File: config.mk
export PLATFORM = sky130hd
export DESIGN_NAME = delay_event_scheduler
export DESIGN_NICKNAME = d
export VERILOG_FILES = /design/src/rtl/delay_event_scheduler.sv
export SDC_FILE = /design/constraint.sdc
export NUM_CORES = 1
export LEC_CHECK = 0
export CORE_ASPECT_RATIO = 1.25
export CORE_MARGIN = 10
export CORE_UTILIZATION = 35
export DETAILED_ROUTE_END_ITERATION = 16
export DONT_BUFFER_PORTS = 1
export PLACE_DENSITY = 0.46
export SLEW_MARGIN = 30
export SYNTH_ARGS = -nofsm -noshare
export SYNTH_HDL_FRONTEND = slang
export SYNTH_SLANG_ARGS = --single-unit
File: constraint.sdc
create_clock -name clk -period 6.11 [get_ports clk]
set_input_delay 0.9165 -clock clk [delete_from_list [all_inputs] [get_ports clk]]
set_output_delay 0.9165 -clock clk [all_outputs]
set_load 0.03 [all_outputs]
File: src/rtl/delay_event_scheduler.sv
// Programmable delay line: changes on din are queued as timed events and
// replayed on dout after a per-event delay, with transport or inertial semantics.
module delay_event_scheduler #(
  parameter int WIDTH = 1,
  parameter int DEPTH = 8,
  parameter int DLY_W = 4
) (
  input  logic                       clk,
  input  logic                       rst_n,
  input  logic [WIDTH-1:0]           din,
  input  logic [DLY_W-1:0]           delay,
  input  logic                       mode,
  input  logic                       flush,
  output logic [WIDTH-1:0]           dout,
  output logic                       pending,
  output logic [$clog2(DEPTH+1)-1:0] level,
  output logic                       ovf
);

  localparam int PTR_W = $clog2(DEPTH);
  localparam int CNT_W = $clog2(DEPTH+1);

  logic [WIDTH-1:0] din_q;
  logic [WIDTH-1:0] val_mem [DEPTH];
  logic [DLY_W-1:0] rem_mem [DEPTH];
  logic [PTR_W-1:0] rd_ptr;
  logic [PTR_W-1:0] wr_ptr;
  logic [CNT_W-1:0] count;

  logic [DEPTH-1:0] slot_valid;
  logic             ev;
  logic             full;
  logic             do_pop;
  logic             push;
  logic             keep_new;
  logic [WIDTH-1:0] dout_next;

  function automatic logic [PTR_W-1:0] ptr_inc(input logic [PTR_W-1:0] p);
    return (p == PTR_W'(DEPTH-1)) ? '0 : p + PTR_W'(1);
  endfunction

  // A slot is live when its distance from the read pointer (mod DEPTH) is below count.
  always_comb begin
    slot_valid = '0;
    for (int i = 0; i < DEPTH; i++) begin
      if (i >= int'(rd_ptr))
        slot_valid[i] = (i - int'(rd_ptr)) < int'(count);
      else
        slot_valid[i] = (i + DEPTH - int'(rd_ptr)) < int'(count);
    end
  end

  assign ev        = (din != din_q);
  assign full      = (count == CNT_W'(DEPTH));
  assign do_pop    = (count != '0) && (rem_mem[rd_ptr] == '0) && !flush;
  assign dout_next = do_pop ? val_mem[rd_ptr] : dout;
  assign push      = ev && !flush && !mode && (!full || do_pop);
  // An inertial event is judged against dout as it stands after any same-edge pop.
  assign keep_new  = (din != dout_next);

  always_ff @(posedge clk or negedge rst_n) begin
    if (!rst_n) begin
      din_q  <= '0;
      dout   <= '0;
      rd_ptr <= '0;
      wr_ptr <= '0;
      count  <= '0;
      ovf    <= 1'b0;
      for (int i = 0; i < DEPTH; i++) begin
        val_mem[i] <= '0;
        rem_mem[i] <= '0;
      end
    end else begin
      din_q <= din;
      for (int i = 0; i < DEPTH; i++) begin
        if (slot_valid[i] && rem_mem[i] != '0)
          rem_mem[i] <= rem_mem[i] - DLY_W'(1);
      end

      if (flush) begin
        rd_ptr <= wr_ptr;
        count  <= '0;
      end else if (ev && mode) begin
        dout   <= dout_next;
        rd_ptr <= wr_ptr;
        if (keep_new) begin
          val_mem[wr_ptr] <= din;
          rem_mem[wr_ptr] <= delay;
          wr_ptr          <= ptr_inc(wr_ptr);
          count           <= CNT_W'(1);
        end else begin
          count <= '0;
        end
      end else begin
        dout <= dout_next;
        if (do_pop)
          rd_ptr <= ptr_inc(rd_ptr);
        if (push) begin
          val_mem[wr_ptr] <= din;
          rem_mem[wr_ptr] <= delay;
          wr_ptr          <= ptr_inc(wr_ptr);
        end
        if (ev && !push)
          ovf <= 1'b1;
        if (push && !do_pop)
          count <= count + CNT_W'(1);
        else if (!push && do_pop)
          count <= count - CNT_W'(1);
      end
    end
  end

  assign level   = count;
  assign pending = (count != '0);

endmodule

==> results of run 1 <==
==> layout make-up <==
type	instances	area, sq um
Clock inverter	1	7.51
Clock buffer	6	139
Timing Repair Buffer	1	7.51
Tap cell	164	205
Sequential cell	53	1330
Fill cell	1224	7450
Multi-Input combinational cell	336	2730
Inverter	50	188
==> final timing paths <==
kind                                         from                     end  slack [ns]  cells after the start
hold reg to reg            val_mem[1]$_DFFE_PN0P_  val_mem[1]$_DFFE_PN0P_        0.49                      1
hold / removal                              rst_n   wr_ptr[2]$_DFFE_PN0P_        0.31                      0
setup / recovery            rd_ptr[0]$_DFFE_PN0P_   rem_mem[13]$_DFF_PN0_        2.33                     12
setup reg to reg            rd_ptr[0]$_DFFE_PN0P_   rem_mem[13]$_DFF_PN0_        2.33                     12
max in group asynchronous                   rst_n   rem_mem[26]$_DFF_PN0_        5.69                      0
min in group clk           val_mem[1]$_DFFE_PN0P_  val_mem[1]$_DFFE_PN0P_        0.49                      1
==> synthesized netlist by cell type (4+ instances only) <==
cell type / number / area, sq um
nor3_1: 11 / 55.1
o31ai_2: 7 / 87.6
a32o_1: 5 / 50.1
nor2b_1: 8 / 50.1
dfrtp_1: 53 / 1330
a31oi_1: 5 / 31.3
nand2b_1: 8 / 50.1
xnor2_1: 12 / 105
mux2_2: 44 / 495
a21o_1: 7 / 52.6
o31ai_1: 4 / 30.0
buf_2: 5 / 25.0
inv_1: 49 / 184
o21ai_0: 20 / 100
nor2_1: 33 / 124
a21oi_1: 15 / 75.1
clkbuf_1: 5 / 18.8
nor4_1: 10 / 62.6
nand2_1: 26 / 97.6
ha_1: 52 / 651
mux2i_1: 10 / 100
nand3_1: 8 / 40.0
==> worst max-delay path, stage by stage, from the launching register on <==
cell and delay [ns]:
dfrtp_1 0.73, inv_1 0.31, ha_1 0.29, ha_1 0.30, inv_1 0.05, ha_1 0.28
a21o_1 0.17, a31o_2 0.21, a22o_1 0.19, a2bb2oi_1 0.31, a21boi_0 0.41, mux2i_1 0.12
mux2_2 0.27
==> flip-flops by register name (all words and copies together) (netlist names) <==
name / count
din_q: 1
dout: 1
level: 4
ovf: 1
rd_ptr: 3
rem_mem: 32
val_mem: 8
wr_ptr: 3
==> power groups by stage <==
| stage | Combinational, W | Sequential (W) | Clock (W) |
|---|---|---|---|
| finish | 0.00168 | 0.000755 | 0.000289 |
| global route | 0.00192 | 0.000789 | 0.000313 |
| CTS | 0.00170 | 0.000758 | 0.000301 |
| detailed placement | 0.00170 | 0.000765 | 0 |
| global placement | 0.00165 | 0.000763 | 0 |
| floorplan | 0.00144 | 0.000658 | 0 |
==> metrics by stage <==
| stage | setup WS [ns] | total power (W) | area (sq um) | hold slack, ns |
|---|---|---|---|---|
| after floorplan | 2.83 | 0.00210 | 4290 | 0.451 |
| after global placement | 2.39 | 0.00241 | 4460 | 0.476 |
| after detailed placement | 2.30 | 0.00246 | 4460 | 0.484 |
| after CTS | 2.29 | 0.00276 | 4600 | 0.302 |
| after global routing | 2.02 | 0.00302 | 4600 | 0.294 |
| final | 2.33 | 0.00272 | 4600 | 0.313 |
==> layer usage <==
| layer | global-route usage | vias up |
|---|---|---|
| met5 | 0 | - |
| met4 | 0.0296 | 0 |
| met3 | 0.0169 | 5 |
| met2 | 0.227 | 26 |
| met1 | 0.143 | 1567 |
| li1 | - | 1598 |
==> cells in the final DEF, fill, tap and decap left out, types with 3 or more instances in the layout <==
cell	n
dfrtp_1	53
ha_1	52
inv_1	49
mux2_2	44
nor2_1	33
nand2_1	26
o21ai_0	20
a21oi_1	15
xnor2_1	12
nor3_1	11
nor4_1	10
mux2i_1	10
nand3_1	8
nor2b_1	8
nand2b_1	8
a21o_1	7
o31ai_2	7
a32o_1	5
a31oi_1	5
clkbuf_16	5
o31ai_1	4
or3_1	3
nor3b_1	3
a211oi_1	3
a221o_1	3
and3_1	3
o2bb2ai_1	3
==> cells by family (layout without fill, tap and decap cells) <==
family,after synthesis,after routing,share of synthesized area
adders and majority gates,53,53,0.156
AOI/OAI and AO/OA,95,95,0.169
xor gates and xnor gates,14,14,0.0286
muxes,56,56,0.149
and+or+nand+nor,118,118,0.134
DFF,53,53,0.309
buffers and inverters,60,58,0.0540
==> summary.md, run 1 <==
| Metric | Value |
|---|---|
| Result of the run | finished, final reports clean |
| Fraction of the yosys area taken by sequential cells | 0.309 |
| Clock buffers created by TritonCTS | 5 |
| Total of hold buffers inserted after clock tree synthesis | 0 |
| Final weighted congestion in routability-driven placement | 0.789 |
| WS Path Type | reg2reg |
| Share of flip-flops with an asynchronous set or reset after synthesis | 1.00 |
| Number of top-level design ports | 16 |
| Post-detail-place hpwl | 7.99 mm |
| Count of pins over their slew limit | 0 |
| Setup crit end kind | flip-flop |
| Synthesized area | 4290 sq um |
| Total negative slack | 0 ns |
| Pin count of the biggest net entering global routing | 54 |
| Measured slew at the worst slew-check pin | about 0.91 ns |
| Power density over cell area | between 500 and 600 nW/um^2 |
| DRC violation count after routing | 0 |
| Maximum fanout encountered on the critical timing path | 16 |
| Ant. Diodes | 0 |
| Metal3 WL | 195 microns |
| Die outline width | about 120 microns |
| Worst clock skew | 0.00692 ns |
| Antenna Violating Nets Remaining | 0 |
| Later-pin clock latency in the skew report | slightly below 0.3 ns |
| Count of non-filler cells in the finished layout | ~610 |
| DIE AREA | 17100 sq um |
| Flops & latches, synth | between 50 and 60 |
| Synthesized Nets | approximately 510 |
| Required time of the worst setup path | 6.29 ns |
| Total wirelength of the detailed-routed design | 10.2 mm |
| Most used DFF post-synth | dfrtp_1 |
| Number of optimization iterations in the first detailed-route pass | 4 |
| Post-synth cell types | 50 |
| Global-route usage over all layers | 0.122 |
| Seq pwr share | 0.278 |
| Initial standard-cell utilization of the core | 0.356 |
| Maximum number of buffers from clock root to sink | 2 |
| Count of synthesis-stage warnings from yosys | 0 |
| Core ar. | approximately 12000 sq um |
| DIE HEIGHT | between 100 and 150 microns |
| RSZ-0062 raised after global routing | no |
| Maximum vdd ir drop | roughly 0.22 mV |
| Data arrival time of the worst path | slightly below 4 ns |
| Via count of the first global-routing pass | roughly 3.3k |
| Clock Pin Slew Worst Setup and Hold Paths | 0.07 ns |
| Final routed wire length divided by cell count | between 15 and 20 microns |
| Num rows | 45 |
| Count of max-cap constraint violations | 0 |
| Global-route congestion overflow total | 0 |
| CTS H-tree lvls | 2 |
| Tmin final | between 3 and 4 ns |
| Buffers added on ports | 0 |
| TritonCTS clock tree | done |
| Worst min path class | in2async |
| Via-to-Cell Ratio | 5.23 |
| Fraction of power consumed by the clock network | 0.106 |
| DR vias | about 3.2k |
| Global-route wire length before repair | ~17 mm |
| Total instance count after detailed placement | about 600 |
| Internal power contribution | between 0.0015 and 0.002 W |
| Initial drt markers | between 100 and 150 |
| Remaining max-slew budget at the tightest pin | 0.392 |
| Area growth from synthesis to final layout | 7.35% |
| Fmax achieved | ~0.26 GHz |
| # Post-CTS Setup Buffers | 0 |
| Met1 Routed Length | ~4.5 mm |
| Proportion of layout cells with a drive suffix above 1 | 0.154 |
| Initial antenna violation count | 0 |
| Top layer reached by signal wires | met4 |
| Power share of the combinational group | 0.616 |
| Setup violators final | 0 |
| Final core utilization | 0.382 |
| Post-route clock period utilization | 0.618 |
| Average instance area after synthesis | about 9.5 sq um |
| Critical path launch point type | flip-flop |
| Switching Fraction | 0.440 |
| Met2 layer wire length in the routed design | between 5 and 6 mm |
| Nets | roughly 510 |
| Number of sinks on the clock net | 53 |
| Count of endpoints failing hold in the final timing report | 0 |
| Leak | between 2 and 2.5 nW |
| Master cell of the clock root buffer | clkbuf_16 |
| Net switching power | 0.00120 W |
| Number of flops mapped to enable cells by yosys | 0 |
| Number of gates given a new drive strength after cts | 0 |
| Number of instances in the synthesized netlist | 449 |
(Power assumes the default switching activity.)
==> run 2: changes to the inputs <==
==> constraint.sdc (replaced) <==
create_clock -name clk -period 3.9 [get_ports clk]
set_input_delay 0.585 -clock clk [delete_from_list [all_inputs] [get_ports clk]]
set_output_delay 0.585 -clock clk [all_outputs]
set_load 0.03 [all_outputs]
==> summary.md, run 2 (synthesized netlist as in run 1, its figures left out) <==
| Metric | Value |
|---|---|
| Final weighted congestion in routability-driven placement | 0.805 (+2.1%) |
| Result of the run | finished, final reports clean |
| Data arrival time of the worst path | 3.60 ns (-0.36 ns) |
| Initial standard-cell utilization of the core | 0.356 (unchanged) |
| Pin count of the biggest net entering global routing | 54 (unchanged) |
| DIE HEIGHT | 144 microns (unchanged) |
| Count of endpoints failing hold in the final timing report | 0 (unchanged) |
| Number of optimization iterations in the first detailed-route pass | 4 (unchanged) |
| Global-route congestion overflow total | 0 (unchanged) |
| DR vias | 3210 (+0.44%) |
| Max FFs per register | 32 (unchanged) |
| Number of sinks on the clock net | 53 (unchanged) |
| Global-route wire length before repair | 17.1 mm (+1.3%) |
| DRC violation count after routing | 0 (unchanged) |
| Nets | 515 (+1.2%) |
| Ant. Diodes | 0 (unchanged) |
| Most frequent cells in the layout | dfrtp_1 (53), ha_1 (52), inv_1 (49) |
| Seq pwr share | 0.254 (-0.024) |
| Maximum fanout encountered on the critical timing path | 9 (-7) |
| Total negative slack | 0 ns (unchanged) |
| Global-route usage over all layers | 0.126 (+0.00352) |
| Switching Fraction | 0.438 (-0.00183) |
| Post-detail-place hpwl | 8.00 mm (+0.14%) |
| Worst min path class | in2async |
| Clock Pin Slew Worst Setup and Hold Paths | 0.07 ns (about the same) |
| CTS H-tree lvls | 2 (unchanged) |
| Proportion of layout cells with a drive suffix above 1 | 0.165 (+0.0108) |
| Measured slew at the worst slew-check pin | 0.930 ns (+0.0190 ns) |
| Power density over cell area | 938 nW/um^2 (+59%) |
| Final routed wire length divided by cell count | 16.9 microns (+1.2%) |
| Antenna Violating Nets Remaining | 0 (unchanged) |
| # Post-CTS Setup Buffers | 0 (unchanged) |
| Power share of the combinational group | 0.630 (+0.014) |
| DIE AREA | 17100 sq um (unchanged) |
| Clock buffers created by TritonCTS | 5 (unchanged) |
| Leak | 2.08 nW (+2.4%) |
| Setup violators final | 0 (unchanged) |
| Initial drt markers | 158 (+41%) |
| Buffers added on ports | 0 (unchanged) |
| TritonCTS clock tree | done |
| Maximum vdd ir drop | 0.415 mV (+91%) |
| Total wirelength of the detailed-routed design | 10.5 mm (+2.3%) |
| WS Path Type | reg2reg |
| Critical path launch point type | flip-flop |
| Master cell of the clock root buffer | clkbuf_16 |
| Fmax achieved | 0.292 GHz (+10%) |
| Register ranked first by flip-flop count | rem_mem |
| Later-pin clock latency in the skew report | 0.29 ns (about the same) |
| Worst clock skew | 0.00798 ns (+0.00106 ns) |
| Via count of the first global-routing pass | 3251 (-0.18%) |
| Maximum number of buffers from clock root to sink | 2 (unchanged) |
| Setup crit end kind | flip-flop |
| Count of pins over their slew limit | 0 (unchanged) |
| Number of top-level design ports | 16 (unchanged) |
| Count of max-cap constraint violations | 0 (unchanged) |
| Net switching power | 0.00193 W (+61%) |
| Worst Hold Slack | 0.145 ns (-0.168 ns) |
| Post-route clock period utilization | 0.877 (+0.259) |
| Internal power contribution | 0.00247 W (+62%) |
| Die outline width | 119 microns (unchanged) |
| Fraction of power consumed by the clock network | 0.116 (+0.010) |
| Num rows | 45 (unchanged) |
| Remaining max-slew budget at the tightest pin | 0.379 (-0.0127) |
| Area growth from synthesis to final layout | 9.37% |
| Tmin final | 3.42 ns (-0.355 ns) |
| Required time of the worst setup path | 4.08 ns (-2.21 ns) |
| Leading cell type in the layout, fill and taps excluded | dfrtp_1 |
| Via-to-Cell Ratio | 5.19 (-0.70%) |
| RSZ-0062 raised after global routing | no |
| Initial antenna violation count | 0 (unchanged) |
| Core ar. | 12000 sq um (unchanged) |
run 2: stage by stage:
| stage | instances | total power, W | setup WS (ns) | area, sq um | util |
|---|---|---|---|---|---|
| floorplan | 449 | 0.00329 | 0.671 | 4290 | - |
| global placement | 609 | 0.00381 | 0.438 | 4490 | 0.373 |
| detailed placement | 609 | 0.00389 | 0.496 | 4490 | 0.373 |
| CTS | 618 | 0.00445 | 0.482 | 4690 | 0.389 |
| global route | 618 | 0.00486 | 0.241 | 4690 | 0.389 |
| finish | 618 | 0.00440 | 0.479 | 4690 | 0.389 |
run 2: critical path, stage by stage (launching register included):
cell and delay [ns]:
dfrtp_1 0.53, inv_1 0.22, ha_1 0.26, ha_1 0.30, inv_1 0.05, ha_1 0.28, a21o_1 0.18, a31o_2 0.21
a22o_1 0.19, a2bb2oi_1 0.29, a21boi_0 0.40, mux2i_1 0.12, mux2_2 0.27
run 2: worst paths after layout:
| path | startpoint | end | slack, ns | cells past startpoint |
|---|---|---|---|---|
| worst min-delay path | rst_n | wr_ptr[2]$_DFFE_PN0P_ | 0.14 | 1 |
| min in group clk | din | din_q$_DFF_PN0_ | 0.31 | 0 |
| worst max register to register | rd_ptr[1]$_DFFE_PN0P_ | rem_mem[13]$_DFF_PN0_ | 0.48 | 12 |
| worst max-delay path | rd_ptr[1]$_DFFE_PN0P_ | rem_mem[13]$_DFF_PN0_ | 0.48 | 12 |
| max in group asynchronous | rst_n | rem_mem[4]$_DFF_PN0_ | 3.51 | 1 |
| worst min register to register | val_mem[1]$_DFFE_PN0P_ | val_mem[1]$_DFFE_PN0P_ | 0.49 | 1 |
run 2: routing by layer:
layer,GRT usage,wire [microns]
met1,0.145,4640
met5,0,0
met4,0.0496,257
met2,0.223,5230
met3,0.0239,339
run 2: power by group through the flow:
stage                     Combinational [W]  Sequential (W)  Clock [W]
after floorplan                     0.00226         0.00103          0
after global placement              0.00269         0.00112          0
after detailed placement            0.00276         0.00113          0
after CTS                           0.00280         0.00112   0.000533
after global routing                0.00315         0.00116   0.000547
final                               0.00277         0.00112   0.000511
run 2: layout make-up:
type / count / area, sq um
fill: 1209 / 7360
inverter: 50 / 188
multi-input combinational: 336 / 2730
clock inverter: 2 / 38.8
sequential: 53 / 1330
tap: 164 / 205
timing repair buffer: 7 / 72.6
clock buffer: 6 / 129
run 2: repair_timing:
item,4_1_cts,5_1_grt
endpoints found under the hold margin,53,0
hold buffers,1,0
resized for setup,0,0
setup endpoints to repair,0,0
